[src/rtl/spi_arb_pkg.sv]
// Shared types and constants for the two-requester SPI bus arbiter.
// The SPI_ARB_LED_STRETCH_EN build option is handled in spi_bus_arbiter.sv.
package spi_arb_pkg;

  typedef enum logic [1:0] {
    ST_IDLE = 2'd0,
    ST_GNT0 = 2'd1,
    ST_GNT1 = 2'd2,
    ST_GAP  = 2'd3
  } arb_state_e;

  localparam logic DEV_FLASH = 1'b0;
  localparam logic DEV_SD    = 1'b1;

  localparam int BIT_CNT_W = 4;

  // Chip-select pair {sd_cs_n, flash_cs_n} for a granted device
  function automatic logic [1:0] cs_for_dev(input logic dev);
    logic [1:0] cs;
    if (dev == DEV_SD) cs = 2'b01;
    else               cs = 2'b10;
    return cs;
  endfunction

endpackage

[src/rtl/spi_byte_shifter.sv]
// SPI mode-0 byte shifter: SCLK divider, MSB-first 8-bit exchange, busy/done.
// A start arriving while busy or during the done cycle is dropped.
module spi_byte_shifter
  import spi_arb_pkg::*;
#(
  parameter int DIV = 0
) (
  input  logic       clk,
  input  logic       rst,
  input  logic       start,
  input  logic [7:0] txd,
  input  logic       miso,
  output logic       busy,
  output logic       done,
  output logic [7:0] rxd,
  output logic       sclk,
  output logic       mosi
);

  localparam int DIV_W = (DIV > 0) ? $clog2(DIV + 1) : 1;
  localparam logic [BIT_CNT_W-1:0] HALF_LAST = {BIT_CNT_W{1'b1}};

  logic [DIV_W-1:0]     div_cnt_r;
  logic [BIT_CNT_W-1:0] half_cnt_r;
  logic [7:0]           tx_sh_r;
  logic [7:0]           rx_sh_r;
  logic                 accept_s;
  logic                 tick_s;

  assign accept_s = start & ~busy & ~done;
  assign tick_s   = (div_cnt_r == DIV_W'(DIV));

  // Byte engine: even half-periods raise SCLK and sample, odd ones lower it and shift
  always_ff @(posedge clk or posedge rst) begin
    if (rst) begin
      busy       <= 1'b0;
      done       <= 1'b0;
      rxd        <= 8'h00;
      sclk       <= 1'b0;
      mosi       <= 1'b1;
      div_cnt_r  <= {DIV_W{1'b0}};
      half_cnt_r <= {BIT_CNT_W{1'b0}};
      tx_sh_r    <= 8'h00;
      rx_sh_r    <= 8'h00;
    end else begin
      done <= 1'b0;
      if (accept_s) begin
        busy       <= 1'b1;
        mosi       <= txd[7];
        tx_sh_r    <= txd;
        div_cnt_r  <= {DIV_W{1'b0}};
        half_cnt_r <= {BIT_CNT_W{1'b0}};
        sclk       <= 1'b0;
      end else if (busy) begin
        if (tick_s) begin
          div_cnt_r  <= {DIV_W{1'b0}};
          half_cnt_r <= half_cnt_r + 1'b1;
          if (!half_cnt_r[0]) begin
            sclk    <= 1'b1;
            rx_sh_r <= {rx_sh_r[6:0], miso};
          end else begin
            sclk <= 1'b0;
            if (half_cnt_r == HALF_LAST) begin
              busy <= 1'b0;
              done <= 1'b1;
              rxd  <= rx_sh_r;
              mosi <= 1'b1;
            end else begin
              tx_sh_r <= {tx_sh_r[6:0], 1'b0};
              mosi    <= tx_sh_r[6];
            end
          end
        end else begin
          div_cnt_r <= div_cnt_r + 1'b1;
        end
      end
    end
  end

endmodule

[src/rtl/spi_bus_arbiter.sv]
// Round-robin owner of the shared SPI shifter for the boot loader (r0) and CPU port (r1).
// Define SPI_ARB_LED_STRETCH_EN to stretch the activity LED; LED_HOLD = 0 removes the LED driver.
module spi_bus_arbiter
  import spi_arb_pkg::*;
#(
  parameter int DIV      = 0,
  parameter int CS_GAP   = 4,
  parameter int LED_HOLD = 22
) (
  input  logic       clk,
  input  logic       rst,
  input  logic       r0_req,
  input  logic       r0_dev,
  input  logic       r0_start,
  input  logic [7:0] r0_txd,
  output logic       r0_gnt,
  input  logic       r1_req,
  input  logic       r1_dev,
  input  logic       r1_start,
  input  logic [7:0] r1_txd,
  output logic       r1_gnt,
  output logic [7:0] rxd,
  output logic       done,
  output logic       busy,
  output logic       flash_cs_n,
  output logic       sd_cs_n,
  output logic       spi_clk,
  output logic       spi_mosi,
  input  logic       flash_miso,
  input  logic       sd_miso,
  output logic       activity
);

  localparam int GAP_W = (CS_GAP > 1) ? $clog2(CS_GAP) : 1;

  arb_state_e       state_r;
  logic             last_r;
  logic             dev_r;
  logic [GAP_W-1:0] gap_cnt_r;

  logic             start_sel_s;
  logic [7:0]       txd_sel_s;
  logic             req_sel_s;
  logic             miso_sel_s;
  logic             release_s;

  // Route the grantee's strobe/data and the latched device's MISO into the shifter
  always_comb begin
    start_sel_s = 1'b0;
    txd_sel_s   = 8'h00;
    req_sel_s   = 1'b0;
    case (state_r)
      ST_GNT0: begin
        start_sel_s = r0_start;
        txd_sel_s   = r0_txd;
        req_sel_s   = r0_req;
      end
      ST_GNT1: begin
        start_sel_s = r1_start;
        txd_sel_s   = r1_txd;
        req_sel_s   = r1_req;
      end
      default: begin
        start_sel_s = 1'b0;
        txd_sel_s   = 8'h00;
        req_sel_s   = 1'b0;
      end
    endcase
    if (dev_r == DEV_SD) miso_sel_s = sd_miso;
    else                 miso_sel_s = flash_miso;
  end

  // A pending start keeps the bus so a byte never begins after the grant is gone
  assign release_s = ~req_sel_s & ~busy & ~start_sel_s;

  // Arbiter FSM with registered grants and chip selects
  always_ff @(posedge clk or posedge rst) begin
    if (rst) begin
      state_r    <= ST_IDLE;
      last_r     <= 1'b1;
      dev_r      <= DEV_FLASH;
      gap_cnt_r  <= {GAP_W{1'b0}};
      r0_gnt     <= 1'b0;
      r1_gnt     <= 1'b0;
      flash_cs_n <= 1'b1;
      sd_cs_n    <= 1'b1;
    end else begin
      case (state_r)
        ST_IDLE: begin
          if (r0_req && (!r1_req || last_r)) begin
            state_r                <= ST_GNT0;
            r0_gnt                 <= 1'b1;
            last_r                 <= 1'b0;
            dev_r                  <= r0_dev;
            {sd_cs_n, flash_cs_n}  <= cs_for_dev(r0_dev);
          end else if (r1_req) begin
            state_r                <= ST_GNT1;
            r1_gnt                 <= 1'b1;
            last_r                 <= 1'b1;
            dev_r                  <= r1_dev;
            {sd_cs_n, flash_cs_n}  <= cs_for_dev(r1_dev);
          end
        end
        ST_GNT0, ST_GNT1: begin
          if (release_s) begin
            state_r    <= ST_GAP;
            r0_gnt     <= 1'b0;
            r1_gnt     <= 1'b0;
            flash_cs_n <= 1'b1;
            sd_cs_n    <= 1'b1;
            gap_cnt_r  <= {GAP_W{1'b0}};
          end
        end
        ST_GAP: begin
          if (gap_cnt_r == GAP_W'(CS_GAP - 1)) state_r <= ST_IDLE;
          else                                 gap_cnt_r <= gap_cnt_r + 1'b1;
        end
        default: begin
          state_r    <= ST_IDLE;
          r0_gnt     <= 1'b0;
          r1_gnt     <= 1'b0;
          flash_cs_n <= 1'b1;
          sd_cs_n    <= 1'b1;
        end
      endcase
    end
  end

  spi_byte_shifter #(.DIV(DIV)) u_shifter (
    .clk   (clk),
    .rst   (rst),
    .start (start_sel_s),
    .txd   (txd_sel_s),
    .miso  (miso_sel_s),
    .busy  (busy),
    .done  (done),
    .rxd   (rxd),
    .sclk  (spi_clk),
    .mosi  (spi_mosi)
  );

`ifdef SPI_ARB_LED_STRETCH_EN
  logic [LED_HOLD-1:0] led_cnt_r;

  // Any selected cycle reloads the hold counter so short bursts remain visible
  always_ff @(posedge clk or posedge rst) begin
    if (rst)                        led_cnt_r <= {LED_HOLD{1'b0}};
    else if (!flash_cs_n || !sd_cs_n) led_cnt_r <= {LED_HOLD{1'b1}};
    else if (|led_cnt_r)            led_cnt_r <= led_cnt_r - 1'b1;
  end

  assign activity = |led_cnt_r;
`else
  if (LED_HOLD > 0) begin : g_led
    // LED follows "any chip select low" one clock late
    always_ff @(posedge clk or posedge rst) begin
      if (rst) activity <= 1'b0;
      else     activity <= ~flash_cs_n | ~sd_cs_n;
    end
  end else begin : g_no_led
    assign activity = 1'b0;
  end
`endif

endmodule
[config.mk]
export PLATFORM = sky130hd
export DESIGN_NAME = spi_bus_arbiter
export DESIGN_NICKNAME = d
export VERILOG_FILES = /design/src/rtl/spi_arb_pkg.sv /design/src/rtl/spi_byte_shifter.sv /design/src/rtl/spi_bus_arbiter.sv
export SDC_FILE = /design/constraint.sdc
export NUM_CORES = 1
export LEC_CHECK = 0
export CORE_UTILIZATION = 45
export CTS_CLUSTER_SIZE = 14
export DETAILED_ROUTE_END_ITERATION = 7
export PLACE_DENSITY = 0.72
export SLEW_MARGIN = 25
export SYNTH_ARGS = -nofsm -noshare
export SYNTH_HDL_FRONTEND = slang
export SYNTH_SLANG_ARGS = --single-unit
[constraint.sdc]
create_clock -name clk -period 2.2 [get_ports clk]
set_input_delay 0.33 -clock clk [delete_from_list [all_inputs] [get_ports clk]]
set_output_delay 0.33 -clock clk [all_outputs]
set_load 0.01 [all_outputs]
==> After elaboration in Yosys (flattened, before gate mapping) <==
Cells that the tools add are included.
{ "op_classes": {"add_sub_neg": 3, "n_eq_ne": 14, "n_mux": 60, "bitwise_logic": 14, "n_reduce_logical": 21} }
{ "ops": {"columns": ["cell", "n"], "rows": [
  ["$mux 1", 35],
  ["$mux 7", 5],
  ["$mux 2", 8],
  ["$pmux 8 s2", 1],
  ["$reduce_and 3->1", 5],
  ["$ne 2x2->1 const B", 7],
  ["$mux 4", 3],
  ["$pmux 1 s2", 6],
  ["$reduce_and 4->1", 3],
  ["$reduce_bool 2->1", 5],
  ["$not 1->1", 9],
  ["$eq 2x2->1 const B", 3],
  ["$pmux 2 s3", 1],
  ["$reduce_and 5->1", 1],
  ["$add 4x1->4 const B", 1],
  ["$and 1x1->1", 4],
  ["$eq 4x4->1 const B", 1],
  ["$pmux 2 s2", 1],
  ["$reduce_and 2->1", 2],
  ["$ne 3x3->1 const B", 1],
  ["$add 2x1->2 const B", 1],
  ["$eq 2x1->1 const B", 1],
  ["$logic_not 2->1", 1],
  ["$ne 2x1->1 const B", 1],
  ["other kinds (6)", 6]
]} }
{ "word_totals": {"ff_bits": 43, "output_inout_bits": 17, "wordCells": 130} }

==> Longest topological paths before layout <==
Gate-level depths: netlist of the first run.
{ "logic_depth": {"depth_word": 7, "ltp_mapped": 7} }

==> By module <==
Synthesis of the first run repeated with hierarchy kept, for this count alone.
{ "hier_totals": {"cells_unflattened": 186, "area_unflattened_um2": 2094.5} }
{ "modules_own_cells": {"columns": ["mod", "instances", "cells_each", "area_each_um2"], "rows": [
  ["spi_byte_shifter", 1, 99, 1291.2],
  ["spi_bus_arbiter", 1, 87, 803.3]
]} }

==> Least setup slack after synthesis of the first run <==
Ideal clock, no wire load.
{ "synth_path": {"path_kind": "register to register", "from": "register state_r[0]", "to": "register state_r[0]", "t_arrival_ps": 1694, "t_required_ps": 2075, "setup_slack_ps": 381, "path_stages_with_launch": 8, "path_buffers": 1, "cell_sequence": "dfrtp_1 > inv_1 > ha_1 > buf_6 > a22oi_1 > a21oi_2 > a211o_1 > mux2_4"} }
{ "synth_between": {"elab_chain_cells": 7, "elab_cells_between_ends": 16, "cone_classes": "6 x eq/ne; 3 x mux; 4 x bitwise; 3 x reduce/logical"} }
{ "synth_rtl": {"columns": ["element", "line_no", "rtl"], "rows": [
  ["start, declared", "spi_bus_arbiter.sv:36", "arb_state_e state_r;"],
  ["start signal, assigned", "spi_bus_arbiter.sv:79", "state_r <= ST_IDLE;"],
  ["start signal, assigned", "spi_bus_arbiter.sv:91", "state_r <= ST_GNT0;"],
  ["start signal, assigned", "spi_bus_arbiter.sv:97", "state_r <= ST_GNT1;"],
  ["$eq 2x2->1 / $eq 2x1->1 (equally long branches)", "spi_bus_arbiter.sv:52, spi_bus_arbiter.sv:88", null],
  ["$pmux 1 s2", "spi_bus_arbiter.sv:52", "case (state_r)"],
  ["$not 1->1", "spi_bus_arbiter.sv:74", "assign release_s = ~req_sel_s & ~busy & ~start_sel_s;"],
  ["$and 1x1->1 (2 in series)", "spi_bus_arbiter.sv:74", null],
  ["$ne 2x2->1 (no source line)", null, null],
  ["$reduce_and 3->1 (no source line)", null, null]
]} }
Parallel ways exist; a longest one is shown, timed or not.
A chain may end at the register's enable or synchronous reset.

==> Worst setup path after layout of the first run <==
Same ends and word-level chain as after synthesis.

==> results of run 1 <==
[state kept, by name, indices dropped and copies added, names as in the netlist]
name and count:
activity 1, dev_r 1, flash_cs_n 1, gap_cnt_r 2
last_r 1, r0_gnt 1, r1_gnt 1, sd_cs_n 1
state_r 2, u_shifter.busy 1, u_shifter.done 1, u_shifter.half_cnt_r 4
u_shifter.mosi 1, u_shifter.rx_sh_r 8, u_shifter.rxd 8, u_shifter.tx_sh_r 7
[path summary, 6_finish.rpt]
check	end	cells past startpoint
hold reg to reg	u_shifter.half_cnt_r[3]$_DFFE_PP0P_	1
hold / removal	activity$_DFF_PP0_	3
min in group clk	u_shifter.half_cnt_r[3]$_DFFE_PP0P_	1
setup / recovery	state_r[0]$_DFFE_PP0P_	6
max in group asynchronous	u_shifter.mosi$_DFFE_PP1P_	3
setup reg to reg	state_r[0]$_DFFE_PP0P_	6
[Yosys cell counts (all sizes together)]
library cell | instances | area share
dfrtp | 37 | 0.46
mux2i | 17 | 0.084
mux2 | 16 | 0.091
nand2 | 13 | 0.024
inv | 12 | 0.022
nor2 | 10 | 0.021
a21oi | 8 | 0.022
a22oi | 8 | 0.030
o21ai | 8 | 0.020
ha | 6 | 0.037
nand3 | 6 | 0.015
buf | 4 | 0.017
dfstp | 4 | 0.052
a31oi | 3 | 0.0093
clkbuf | 3 | 0.0056
o22ai | 3 | 0.0093
a22o | 2 | 0.0087
nor2b | 2 | 0.0062
o21a | 2 | 0.0074
a211o | 1 | 0.0043
a21bo | 1 | 0.0049
a221o | 1 | 0.0049
a221oi | 1 | 0.0074
nand2b | 1 | 0.0031
nand3b | 1 | 0.0037
nand4 | 1 | 0.0031
nor3b | 1 | 0.0037
o221a | 1 | 0.0056
o22a | 1 | 0.0043
o2bb2ai | 1 | 0.0043
o32a | 1 | 0.0049
o32ai | 1 | 0.0043
or3 | 1 | 0.0031
[report_power, final]
part / internal (mW) / switching, mW
clock network: 0.337 / 0.249
logic: 0.877 / 0.785
registers: 1.09 / 0.232
[routing by layer]
layer	global-route usage	part of all wire
met5	0	0
met4	0.0748	0.017
met2	0.266	0.44
met1	0.244	0.48
met3	0.0395	0.059
[stage by stage]
stage          power, mW  instances  utilization  hold WS, ps  setup WS, ps
4_1_cts             3.60        279        0.605          471           267
6_report            3.57        279        0.605          455           279
3_5_place_dp        3.00        271        0.580          462          96.1
2_1_floorplan       2.44        178            -          452           381
5_1_grt             3.82        279        0.605          488           165
3_3_place_gp        2.96        271        0.580          460           157
[final cells by class]
cell class | instances | area (um^2)
Fill cell | 370 | 1710
Multi-Input combinational cell | 118 | 902
Inverter | 12 | 45.0
Clock inverter | 2 | 35.0
Timing Repair Buffer | 48 | 465
Clock buffer | 6 | 72.6
Sequential cell | 41 | 1030
Tap cell | 52 | 65.1
[worst min-delay path, cell delays in order]
cell and delay (ps):
clkdlybuf4s50_1 390, inv_1 50, buf_4 430
[cell families after synthesis]
kind of cell / synth area share
compound gates: 0.151
flops: 0.509
simple gates: 0.0828
mux: 0.175
buf+inv: 0.0451
fa+ha+maj: 0.0371
==> summary.txt, run 1 <==
Status
  – Status: finished clean

Worst setup path
  – Top Family by Delay on Critical Path: compound AO/OA/AOI/OAI gates
  – Critical path class: register to register
  – Worst r2r src: state_r[0]$_DFFE_PP0P_
  – Worst setup SP type: register
  – Worst path bufs/invs: 1
  – R2R Setup Slk: ~280 ps
  – WP data required: between 2000 and 2500 ps
  – Worst EP arrival: roughly 2100 ps
  – Cell chain of the critical path: inv_1, ha_1, a221oi_2, a21oi_2, a211o_1, mux2_4
  – Worst Path Max Fanout: 5
  – Crit. Startpoint: state_r[0]$_DFFE_PP0P_
  – Crit. End Element: register
  – CP max stage delay: approximately 410 ps
  – CP max-delay cell: dfrtp_1

Final layout
  – Antenna cells: 0
  – Final #Nets: 258
  – Commonest non-fill, non-tap cells in the layout: clkdlybuf4s50_1, dfrtp_1, mux2i_1
  – Final Instance Area: 2620 um^2
  – Layout overhead on the synthesized area: 29.2%
  – Most common cell after layout, fill and taps aside: clkdlybuf4s50_1
  – Layout cells sized above 1: 0.172

Synthesis
  – Yosys warnings: 0
  – Synth Register Bits: 41
  – Syn nets: between 200 and 250
  – Synth Area per Inst: 11.4 um^2
  – Synth cell types: 38
  – Seq/Total Area, Yosys: 0.509
  – Post-Syn Area: 2020 um^2
  – Mapped Cells: roughly 180

Clock tree
  – Clock insertion delay at the later pin of the skew report: 290 ps
  – CTS tree: yes
  – Root Buffer: clkbuf_8
  – H-tree Lvls: 2
  – Clock-pin slew on the worst setup and hold paths: roughly 70 ps
  – # hold bufs at CTS: 0
  – CTS Buf Count: 5
  – CTS resizes: 0
  – Clock sinks: 41
  – Clk buf depth: 2
  – Postcts setup bufs: 0

Power and ir drop
  – P_leak: between 1 and 1.5 nW
  – Worst vdd ir: 0.726 mV
  – Pwr dens: approximately 1400 nW/um^2

Placed design
  – IO buf count: 42
  – Post-detail-place hpwl: 2820 um
  – Post-place instance area: 2510 um^2
  – GP Congestion: 0.762

Detailed routing
  – Drt wl/cell: 14.0 um
  – WL final: 3900 um
  – ANT nets after route: 0
  – Residual DRC: 0
  – DRT iter0 DRCs: between 60 and 70
  – Via-per-instance ratio: between 5 and 6
  – First-pass DRT Iterations: 5
  – DR vias: 1,489

Worst hold path
  – Hold crit path type: primary input to asynchronous set/reset pin

Global routing
  – First-pass GRT wire length: slightly below 7000 um
  – Initial antenna violation count: 0
  – Total grt overflow: 0
  – Largest net degree at the start of global routing: 42
  – Tot GR Track Use: 0.176
  – Vias in the first global route: 1,514

Floorplan
  – Vert. Die Dim: 69.1 um
  – Die ar.: 4770 um^2
  – Initial core utilization: 0.468
  – IO Pins: between 40 and 50
  – Row count: 24
  – Core Region: 4320 um^2
  – Die X: approximately 69 um

STA
  – Worst rel slew slack: 0.659
  – Final setup violation count: 0
  – Setup TNS: 0 ps
  – Fmax: 521 MHz
  – Clock Skews: 3.40 ps
  – RSZ-0062 raised after global routing: no
  – Final Max Tran Viols: 0
  – Fin crit period: 1920 ps
  – Final Hold Viols: 0
  – Slew at the pin closest to its max-slew limit: 511 ps
  – Tcrit/Tclk final: 0.873

Flow run
  – Max-Cap Viols: 0
Power figures use the tool's default switching activity.
==> run 2, diff against run 1 <==
- SLEW_MARGIN: 25 -> 20
==> results of run 2 <==
No change in the layout: final DEF, timing and power equal those of run 1.
